## config.mk

```make
export PLATFORM = sky130hd
export DESIGN_NAME = ntt_scheduler
export DESIGN_NICKNAME = d
export VERILOG_FILES = /design/src/rtl/ntt_scheduler.sv
export SDC_FILE = /design/constraint.sdc
export NUM_CORES = 1
export LEC_CHECK = 0
export ABC_AREA = 1
export BUFFER_PORTS_ARGS = -buffer_cell sky130_fd_sc_hd__buf_2
export CAP_MARGIN = 10
export CORE_AREA = 2 2 193 195
export DETAILED_ROUTE_END_ITERATION = 8
export DIE_AREA = 0 0 195 197
export SKIP_CTS_REPAIR_TIMING = 1
export SLEW_MARGIN = 20
export SYNTH_ARGS = -nofsm -noshare
export SYNTH_HDL_FRONTEND = slang
export SYNTH_SLANG_ARGS = --single-unit
```

## constraint.sdc

```tcl
create_clock -name clk -period 2.1 [get_ports clk]
set_input_delay 0.105 -clock clk [delete_from_list [all_inputs] [get_ports clk]]
set_output_delay 0.105 -clock clk [all_outputs]
set_load 0.05 [all_outputs]
```

## src/rtl/ntt_scheduler.sv

```systemverilog
// Two-requester round-robin front end for a shared Full_NTT core: issues one job per cycle,
// tracks in-flight jobs with a tag FIFO and routes results back in issue order.
module ntt_scheduler #(
    parameter int unsigned N            = 8,
    parameter int unsigned CW           = 12,
    parameter int unsigned MAX_INFLIGHT = 4
) (
    input  logic          clk,
    input  logic          r,
    input  logic          req0_valid,
    input  logic          req1_valid,
    output logic          req0_ready,
    output logic          req1_ready,
    input  logic [CW-1:0] req0_coeffs    [N],
    input  logic [CW-1:0] req1_coeffs    [N],
    output logic          ntt_valid_in,
    output logic [CW-1:0] ntt_coeffs     [N],
    input  logic          ntt_valid_out,
    input  logic [CW-1:0] ntt_coeffs_out [N],
    output logic          rsp0_valid,
    output logic          rsp1_valid,
    output logic [CW-1:0] rsp_coeffs     [N],
    output logic          busy,
    output logic          err
);

    localparam int unsigned PW   = $clog2(MAX_INFLIGHT);
    localparam int unsigned CNTW = PW + 1;

    logic [CNTW-1:0]         cnt_q;
    logic [PW-1:0]           wr_q, rd_q;
    logic [MAX_INFLIGHT-1:0] tag_q;
    logic                    lg_q;

    logic full, grant0, grant1, accept, pop, head_tag;

    // A same-cycle return does not free a slot: full looks at the registered count only.
    assign full     = (cnt_q == CNTW'(MAX_INFLIGHT));
    assign grant0   = r & ~full & req0_valid & (~req1_valid | lg_q);
    assign grant1   = r & ~full & req1_valid & (~req0_valid | ~lg_q);
    assign accept   = grant0 | grant1;
    assign pop      = ntt_valid_out & (cnt_q != '0);
    assign head_tag = tag_q[rd_q];

    assign req0_ready = grant0;
    assign req1_ready = grant1;
    assign busy       = (cnt_q != '0) | ntt_valid_in;

    always_ff @(posedge clk) begin
        if (!r) begin
            cnt_q        <= '0;
            wr_q         <= '0;
            rd_q         <= '0;
            tag_q        <= '0;
            lg_q         <= 1'b1;
            err          <= 1'b0;
            ntt_valid_in <= 1'b0;
            rsp0_valid   <= 1'b0;
            rsp1_valid   <= 1'b0;
            ntt_coeffs   <= '{default: '0};
            rsp_coeffs   <= '{default: '0};
        end else begin
            ntt_valid_in <= accept;
            if (accept) begin
                tag_q[wr_q] <= grant1;
                wr_q        <= wr_q + PW'(1);
                lg_q        <= grant1;
                ntt_coeffs  <= grant1 ? req1_coeffs : req0_coeffs;
            end

            rsp0_valid <= pop & ~head_tag;
            rsp1_valid <= pop & head_tag;
            if (pop) begin
                rd_q       <= rd_q + PW'(1);
                rsp_coeffs <= ntt_coeffs_out;
            end

            case ({accept, pop})
                2'b10:   cnt_q <= cnt_q + CNTW'(1);
                2'b01:   cnt_q <= cnt_q - CNTW'(1);
                default: cnt_q <= cnt_q;
            endcase

            // A result with nothing outstanding is dropped and flagged until reset.
            if (ntt_valid_out && cnt_q == '0) begin
                err <= 1'b1;
            end
        end
    end

endmodule

```

==> results of run 1 <==
==> routing by layer <==
metal,routed length [µm],vias to the layer above
li1,-,5688
met1,14370,5075
met2,18000,556
met3,2953,114
met4,1562,2
met5,17,-
==> where the power goes <==
group | leakage (nW) | internal [mW] | switching (mW) | total (mW)
sequential | 1.71 | 4.90 | 0.486 | 5.39
combinational | 5.63 | 2.12 | 5.84 | 7.96
clock | 0.363 | 2.29 | 1.71 | 4.00
==> cells in the mapped netlist <==
library cell  instances
nor2_1              477
dfxtp_1             208
nand2_1             188
inv_1               146
o21ai_0             101
nand3_1              70
clkbuf_1             56
nand4_1              54
buf_2                26
a21oi_1              23
nor3_1               18
buf_1                10
ha_1                  5
inv_2                 4
a21oi_2               2
buf_4                 2
a21oi_4               1
fa_1                  1
nand2_2               1
nand3_2               1
nor2_2                1
o211ai_1              1
o21ai_1               1
o21ai_2               1
or2_2                 1
==> worst max-delay path by stage <==
stage | cells past startpoint | to | startpoint
after global routing | 5 | req0_ready | cnt_q[1]$_SDFFE_PN0P_
final | 5 | req1_ready | lg_q$_SDFFE_PN1P_
after CTS | 5 | req0_ready | cnt_q[1]$_SDFFE_PN0P_
after global placement | 12 | cnt_q[2]$_SDFFE_PN0P_ | lg_q$_SDFFE_PN1P_
after detailed placement | 7 | rd_q[0]$_SDFFE_PN0P_ | cnt_q[2]$_SDFFE_PN0P_
after floorplan | 13 | cnt_q[2]$_SDFFE_PN0P_ | lg_q$_SDFFE_PN1P_
==> stage by stage <==
stage | power (mW) | cell area [µm²] | cells | TNS, ns | setup slack, ns
finish | 17.35 | 15180 | 2567 | 0 | 0.09609
global placement | 12.97 | 12110 | 2292 | 0 | 0.1525
detailed placement | 13.05 | 12110 | 2292 | 0 | 0.1156
CTS | 17.16 | 12840 | 2335 | -0.07061 | -0.04606
floorplan | 10.98 | 9193 | 1399 | 0 | 0.03921
global route | 18.36 | 15180 | 2567 | -0.01270 | -0.01270
==> cell type report <==
class,instances,area (µm²)
well taps,468,585.6
flip-flops and latches,208,4164
diodes,1,2.502
multi-input cells,947,4096
repair buffers,750,5031
inverters,150,563.0
clock inverters,7,41.29
clock buffers,36,696.9
fillers,3611,21080
==> sequential cells by signal, indices dropped and copies added (netlist names), 2 cells and up <==
name	cells
wr_q	2
rd_q	2
ntt_coeffs	96
cnt_q	3
rsp_coeffs	96
tag_q	4
==> logic make-up after synthesis <==
logic type	after synthesis	synth area share
flip-flops	208	0.4535
AND/OR/NAND/NOR	811	0.3598
AO/OA/AOI/OAI	130	0.07359
buffers and inverters	244	0.1041
adder cells (fa/ha/maj)	6	0.008994
==> layout by cell type (no fill, tap or decap), types with 8 or more instances in the layout <==
master / instances
nand4_1: 54
dfxtp_1: 208
buf_2: 490
o21ai_0: 101
inv_1: 146
a21oi_1: 23
nand2_1: 186
nand3_1: 70
clkbuf_16: 25
buf_4: 23
dlygate4sd3_1: 231
nor3_1: 18
clkbuf_1: 8
nor2_1: 476
==> tightest hold or removal path, cell delays in order <==
cell and delay (ns):
buf_2 0.08, nand3_1 0.06, nand2_1 0.07, nor2_1 0.04
nor2_1 0.07
==> impl_metrics.json, run 1 <==
{
  "critPathArrivalTime_ns": 1.90,
  "cp.required_ns": 2.00,
  "synth_top_cell_area_share": 0.4535,
  "ir_drop_uv": 812.3,
  "fin_nets": 2381,
  "synth_cell_type_count": 25,
  "critPathLaunchType": "flop",
  "numClockSinks": 208,
  "fp.dieH_um": 197,
  "drv_cap": 0,
  "dieArea_mm2": 0.03842,
  "rows": 70,
  "clk_pin_slew_ns": 0.06,
  "synthesis.instances": 1399,
  "path_max_fanout": 8,
  "synth_largest_area_cell": "dfxtp_1",
  "ys_seq_elements": 208,
  "io_buffers": 491,
  "synth_warnings": 0,
  "grtUsageMet1": 0.1854,
  "cts_max_level": 1,
  "crit_family": "buffers and inverters",
  "finalCritPeriodShare": 0.9542,
  "crit_chain": "buf_4 > a21oi_4 > nand3_2 > inv_1 > buf_2",
  "fmax_ghz": 0.4990,
  "r2r.worst_path.cells": 11,
  "synthTopCellsByArea": "dfxtp_1 45%, nor2_1 20%, nand2_1 7.7%",
  "hold_path_class": "in2reg",
  "syn_avg_cell_area_um2": 6.563,
  "synth_nets": 1698,
  "root_buffer": "clkbuf_16",
  "setup_violations": 0,
  "min_to": "ntt_coeffs[56]$_SDFFE_PN0P_",
  "end_kind": "primary output",
  "overflow": 0,
  "vias": 11435,
  "seq_area_frac_synth": 0.4535,
  "maxSlewHeadroom": 0.3725,
  "grt_pass1_wl_um": 49940,
  "cts_buffers": 25,
  "grt_pass1_vias": 9568,
  "path_buf_inv": 3,
  "status": "finished, violations left",
  "min_from": "req0_coeffs[56]",
  "p_leak_nw": 7.700,
  "core-area_mm2": 0.03626,
  "routed_via_density": 4.455,
  "first_pass_iters": 6,
  "ant_nets": 0,
  "cts_buffer_depth": 3,
  "tritoncts": "yes",
  "grt_use_total": 0.1609,
  "pwr_density_cell_mw_per_mm2": 1143,
  "antenna_found_initial": 2,
  "start_util": 0.2532,
  "drive_gt1_frac": 0.2712,
  "dp_hpwl_um": 23870,
  "use_met2": 0.2816,
  "met3_usage": 0.04312,
  "hold_depth": 5,
  "fin_skew_ns": 0.01139,
  "min_period_ns": 2.004,
  "finalHoldViolCount": 38,
  "rr_startpoint": "cnt_q[2]$_SDFFE_PN0P_",
  "r2r_end": "cnt_q[2]$_SDFFE_PN0P_",
  "synth_area_mm2": 0.009181,
  "clk_latency_ns": 0.53,
  "die_x_um": 195,
  "max_stage_delay_ns": 0.34,
  "drc": 0,
  "wire_per_inst_um": 14.38,
  "cp_slowest_cell": "buf_2",
  "drv_slew": 0,
  "num_io_pins": 492,
  "violations": "negative hold slack",
  "regToRegSetupSlack_ns": 0.14,
  "drt_wl_total_um": 36910,
  "grt_max_degree": 102,
  "whs_ns": -0.06259,
  "gp_congestion": 0.8391,
  "areaGrowthSynthToFinish_pct": 65.34,
  "tightest_slew_ns": 0.9412,
  "first_iter_violations": 468,
  "crit_type": "reg2out",
  "fin_util": 0.4187,
  "busiest_layer": "met2"
}
(Power assumes the default switching activity.)
==> run 2, diff against run 1 <==
--- a/config.mk
+++ b/config.mk
@@ -11,6 +11,7 @@
 export CORE_AREA = 2 2 193 195
 export DETAILED_ROUTE_END_ITERATION = 8
 export DIE_AREA = 0 0 195 197
+export MAX_ROUTING_LAYER = met4
 export SKIP_CTS_REPAIR_TIMING = 1
 export SLEW_MARGIN = 20
 export SYNTH_ARGS = -nofsm -noshare
==> constraint.sdc (replaced) <==
create_clock -name clk -period 1.8 [get_ports clk]
set_input_delay 0.09 -clock clk [delete_from_list [all_inputs] [get_ports clk]]
set_output_delay 0.09 -clock clk [all_outputs]
set_load 0.05 [all_outputs]
==> run 2 against run 1 <==
Net effect: the run still ends with negative hold slack left; first-iteration DRC count rose by 9.6%; via count grew 2.4%; setup slack worse by 0.093 ns; largest cell class unchanged.
==> impl_metrics.json, run 2 (synthesis gave the netlist of run 1 again) <==
{
  "grt_pass1_vias": 9671,
  "r2r.worst_path.cells": 11,
  "grt_pass1_wl_um": 50340,
  "hold_depth": 5,
  "reg_top3": "ntt_coeffs x96, rsp_coeffs x96, tag_q x4",
  "tritoncts": "yes",
  "numClockSinks": 208,
  "violations": "negative hold slack",
  "io_buffers": 491,
  "routed_via_density": 4.487,
  "hold_path_class": "in2reg",
  "gp_congestion": 0.8339,
  "maxSlewHeadroom": 0.3733,
  "p_leak_nw": 7.950,
  "cp.required_ns": 1.71,
  "fmax_ghz": 0.5565,
  "finalPower_mw": 21.21,
  "end_kind": "primary output",
  "fin_setup_tns_ns": 0,
  "path_max_fanout": 4,
  "tightest_slew_ns": 0.9401,
  "first_pass_iters": 5,
  "drt_wl_total_um": 37810,
  "min_period_ns": 1.797,
  "num_io_pins": 492,
  "areaGrowthSynthToFinish_pct": 72.32,
  "dieArea_mm2": 0.03842,
  "clk_pin_slew_ns": 0.06,
  "crit_type": "reg2out",
  "fin_skew_ns": 0.01254,
  "dp_hpwl_um": 23580,
  "finalHoldViolCount": 12,
  "critPathLaunchType": "flop",
  "finalCritPeriodShare": 0.9983,
  "cts_max_level": 1,
  "first_iter_violations": 513,
  "ir_drop_uv": 1067,
  "overflow": 0,
  "grt_use_total": 0.1670,
  "drv_slew": 0,
  "critPathArrivalTime_ns": 1.71,
  "antenna_found_initial": 1,
  "mostFrequentLayoutCells": "487 x buf_2, 475 x nor2_1, 266 x dlygate4sd3_1",
  "die_x_um": 195,
  "start_util": 0.2532,
  "grt_max_degree": 101,
  "pwr_density_cell_mw_per_mm2": 1341,
  "status": "finished, violations left",
  "rows": 70,
  "fin_nets": 2420,
  "drc": 0,
  "wire_per_inst_um": 14.49,
  "vias": 11711,
  "whs_ns": -0.07540,
  "root_buffer": "clkbuf_16",
  "drv_cap": 0,
  "final_common_cell": "buf_2",
  "drive_gt1_frac": 0.2766,
  "postPlaceCellArea_mm2": 0.01215,
  "dp_cells": 2288,
  "setup_violations": 0,
  "clk_latency_ns": 0.53,
  "ant_nets": 0,
  "rsz0062_at_grt": "yes",
  "cts_buffer_depth": 3,
  "cts_buffers": 25,
  "final_area_mm2": 0.01582,
  "final_cells": 2610,
  "core-area_mm2": 0.03626,
  "fp.dieH_um": 197
}
==> run 2: cell types whose count changed in the layout (fill, tap and decap cells not counted), sizes merged <==
cell and delta:
inv -2, diode +1, bufinv +3, buf +3, clkinvlp +2, dlygate4sd3 +35, clkbuf -2, clkinv +3
==> run 2: per-layer routing <==
metal,vias up,part of all wire,GRT usage
met2,590,0.49,0.2909
met5,-,0,-
met3,125,0.073,0.03525
li1,5770,-,-
met4,0,0.042,0.06390
met1,5226,0.39,0.1879
==> run 2: report_power, final <==
| group | internal (mW) | total, mW | switching [mW] |
|---|---|---|---|
| Combinational | 2.65 | 9.63 | 6.98 |
| Clock | 3.23 | 5.28 | 2.06 |
| Sequential | 5.72 | 6.30 | 0.579 |
| Total | 11.6 | 21.2 | 9.61 |
==> run 2: worst max-delay path, cell delays in order, from the launching register on <==
cell	delay (ns)
dfxtp_2	0.34
nor2_4	0.17
nand2_2	0.11
nand3_4	0.16
clkinvlp_4	0.19
buf_6	0.20
==> run 2: final timing paths <==
check,from,to,slack [ns]
worst max-delay path,cnt_q[1]$_SDFFE_PN0P_,req1_ready,0.003
worst min-delay path,req0_coeffs[70],ntt_coeffs[70]$_SDFFE_PN0P_,-0.08
worst max register to register,lg_q$_SDFFE_PN1P_,cnt_q[1]$_SDFFE_PN0P_,0.06
worst min register to register,err$_SDFFE_PN0P_,err$_SDFFE_PN0P_,0.46
==> run 2: cell type report <==
class	count	area, µm²
Fill cell	3534	20440
Sequential cell	208	4167
Multi-Input combinational cell	947	4145
Clock buffer	34	719.4
Antenna cell	2	5.005
Timing Repair Buffer	788	5477
Timing Repair inverter	1	5.005
Clock inverter	12	145.1
Inverter	150	573.1
Tap cell	468	585.6
==> run 2: through the flow <==
stage	setup WS, ns	util
finish	0.003126	0.4363
CTS	-0.5408	0.3589
global placement	0.01963	0.3351
global route	-0.07941	0.4363
detailed placement	-0.01653	0.3351
floorplan	-0.1049	-
==> run 3, diff against run 2 <==
--- a/config.mk
+++ b/config.mk
@@ -5,7 +5,6 @@
 export SDC_FILE = /design/constraint.sdc
 export NUM_CORES = 1
 export LEC_CHECK = 0
-export ABC_AREA = 1
 export BUFFER_PORTS_ARGS = -buffer_cell sky130_fd_sc_hd__buf_2
 export CAP_MARGIN = 10
 export CORE_AREA = 2 2 193 195
==> constraint.sdc (replaced) <==
create_clock -name clk -period 1.8 [get_ports clk]
set_input_delay 0.09 -clock clk [delete_from_list [all_inputs] [get_ports clk]]
set_output_delay 0.09 -clock clk [all_outputs]
set_load 0.01 [all_outputs]
==> run 3 against run 2 <==
Net effect: the run ends with negative setup slack left; combinational power decreased by 37%; die area unchanged; via count decreased by 6.1%; fmax decreased by 15%; non-clock buffer count increased by 36; first-iteration DRC count increased by 31%; critical path type is now reg2reg; largest power group unchanged.
==> impl_metrics.json, run 3 <==
{
  "rr_startpoint": "cnt_q[1]$_SDFFE_PN0P_",
  "tightest_slew_ns": 0.5459,
  "ys_top_cells_by_count": "217 x nand2_1, 208 x dfxtp_1, 106 x a21oi_1",
  "numClockSinks": 208,
  "ys_seq_elements": 208,
  "r2r_end": "cnt_q[2]$_SDFFE_PN0P_",
  "async_flop_share": 0,
  "dieArea_mm2": 0.03842,
  "fp.dieH_um": 197,
  "wl_met3_um": 3543,
  "first_iter_violations": 673,
  "status": "finished, violations left",
  "rsz0062_at_grt": "yes",
  "cp.required_ns": 2.26,
  "min_to": "lg_q$_SDFFE_PN1P_",
  "finalHoldViolCount": 0,
  "drv_cap": 0,
  "core-area_mm2": 0.03626,
  "route.met2.wl_um": 20930,
  "grt_pass1_wl_um": 49820,
  "synth_nets": 1252,
  "start_util": 0.2337,
  "final_common_cell": "buf_2",
  "fin_skew_ns": 0.007979,
  "r2r.worst_path.cells": 9,
  "first_pass_iters": 5,
  "vias": 11002,
  "ir_drop_uv": 633.1,
  "cts_max_level": 1,
  "drv_slew": 0,
  "seq_area_frac_synth": 0.4913,
  "finalCritPeriodShare": 1.178,
  "syn_avg_cell_area_um2": 8.894,
  "synthTopCellsByArea": "dfxtp_1 49%, nand2_1 9.6%, a221o_1 6.4%",
  "pwr_density_cell_mw_per_mm2": 1125,
  "wl_met1_um": 15460,
  "cts_buffers": 25,
  "die_x_um": 195,
  "drt_wl_total_um": 41540,
  "hold_depth": 3,
  "synth_cell_type_count": 42,
  "synth_edf_count": 0,
  "setup_slack_ns": -0.3196,
  "routed_via_density": 5.031,
  "critPathLaunchType": "flop",
  "violations": "negative setup slack",
  "min_period_ns": 2.120,
  "top_layer_used": "met4",
  "hold_path_class": "in2reg",
  "dp_cells": 1837,
  "synth_top_cell_area_share": 0.4913,
  "num_io_pins": 492,
  "synth_area_mm2": 0.008476,
  "synth_warnings": 0,
  "reg_top3": "ntt_coeffs x96, rsp_coeffs x96, tag_q x4",
  "ant_nets": 0,
  "synthesis.instances": 953,
  "end_kind": "flop",
  "root_buffer": "clkbuf_16",
  "wire_per_inst_um": 18.99,
  "setup_violations": 56,
  "gp_congestion": 0.7867,
  "cts_buffer_depth": 3,
  "grt_max_degree": 104,
  "drive_gt1_frac": 0.3514,
  "p_leak_nw": 6.959,
  "critPathArrivalTime_ns": 2.58,
  "antenna_found_initial": 2,
  "synth_largest_area_cell": "dfxtp_1",
  "min_from": "r",
  "fmax_ghz": 0.4718,
  "areaGrowthSynthToFinish_pct": 82.88,
  "dp_hpwl_um": 23780,
  "path_max_fanout": 2,
  "grt_pass1_vias": 8622,
  "finalPower_mw": 17.44,
  "post-synth-top-count-cell": "nand2_1",
  "regToRegSetupSlack_ns": -0.32,
  "drc": 0,
  "final_cells": 2187,
  "overflow": 0,
  "mostFrequentLayoutCells": "491 x buf_2, 289 x dlygate4sd3_1, 217 x nand2_1",
  "maxSlewHeadroom": 0.6361,
  "clk_latency_ns": 0.53,
  "tritoncts": "yes",
  "grt_use_total": 0.1674,
  "synthFlopType": "dfxtp_1",
  "fin_nets": 1999,
  "io_buffers": 491,
  "clk_pin_slew_ns": 0.06,
  "crit_type": "reg2reg",
  "rows": 70
}
-- run 3: cell count changes after synthesis, sizes merged, moves of 15 or more --
| cell | change |
|---|---|
| nor2 | -473 |
| inv | -137 |
| o21ai | -100 |
| a21oi | +81 |
| nand3 | -69 |
| o31ai | +61 |
| a221o | +54 |
| and4 | +54 |
| a31oi | +42 |
| nand2 | +28 |
| clkbuf | +21 |
| nand4 | -18 |
| nor3 | -15 |
-- run 3: area by class of cell --
type                       instances  area, µm²
timing repair buffer             824       5941
multi-input combinational        625       3837
tap                              468      585.6
inverter                          14      70.07
clock inverter                    12      205.2
fill                            3419      20760
antenna                            3      7.507
clock buffer                      31      668.1
timing repair inverter             2      17.52
sequential                       208       4168
-- run 3: worst max path at each step --
stage	from	endpoint	slack (ns)	cells past startpoint
floorplan	cnt_q[1]$_SDFFE_PN0P_	cnt_q[2]$_SDFFE_PN0P_	-0.64	12
global placement	cnt_q[1]$_SDFFE_PN0P_	cnt_q[2]$_SDFFE_PN0P_	-0.34	9
detailed placement	cnt_q[1]$_SDFFE_PN0P_	cnt_q[2]$_SDFFE_PN0P_	-0.33	9
CTS	cnt_q[2]$_SDFFE_PN0P_	req1_ready	-0.82	6
global route	cnt_q[1]$_SDFFE_PN0P_	cnt_q[2]$_SDFFE_PN0P_	-0.40	9
finish	cnt_q[1]$_SDFFE_PN0P_	cnt_q[2]$_SDFFE_PN0P_	-0.32	9
-- run 3: critical path, stage by stage (launching register included) --
cell and delay (ns):
dfxtp_2 0.32, or3b_4 0.39, and3_4 0.19, inv_4 0.05, ha_4 0.12, inv_2 0.03, fa_2 0.34, xor2_1 0.17
or3_1 0.32, a21oi_2 0.11
-- run 3: routing by layer --
metal  vias up  track usage
met4         0      0.05344
met2       664       0.2868
li1       5026            -
met1      5174       0.1904
met5         -            -
met3       138      0.04449
-- run 3: metrics by stage --
step	hold slack [ns]	area [µm²]	setup TNS (ns)	util	setup WS (ns)
2_1_floorplan	0.2260	8501	-1.121	-	-0.6428
3_3_place_gp	0.3131	11440	-14.51	0.3155	-0.3376
3_5_place_dp	0.3165	11440	-16.41	0.3155	-0.3305
4_1_cts	-0.2529	12310	-18.55	0.3395	-0.8190
5_1_grt	0.05104	15500	-9.536	0.4274	-0.4041
6_report	0.03772	15500	-7.016	0.4275	-0.3196
-- run 3: kinds of logic after synthesis --
family / count (synthesis) / synth area share
XOR/XNOR: 3 / 0.003101
multiplexers: 1 / 0.002657
flip-flops: 208 / 0.4913
buffers and inverters: 120 / 0.06362
AND/OR/NAND/NOR: 328 / 0.1928
adder cells (fa/ha/maj): 6 / 0.009743
AO/OA/AOI/OAI: 287 / 0.2368
-- run 3: power breakdown --
group          leakage [nW]  internal [mW]  switching (mW)
clock                 0.419           3.36            2.08
sequential             1.71           5.50           0.477
combinational          4.83           2.59            3.44
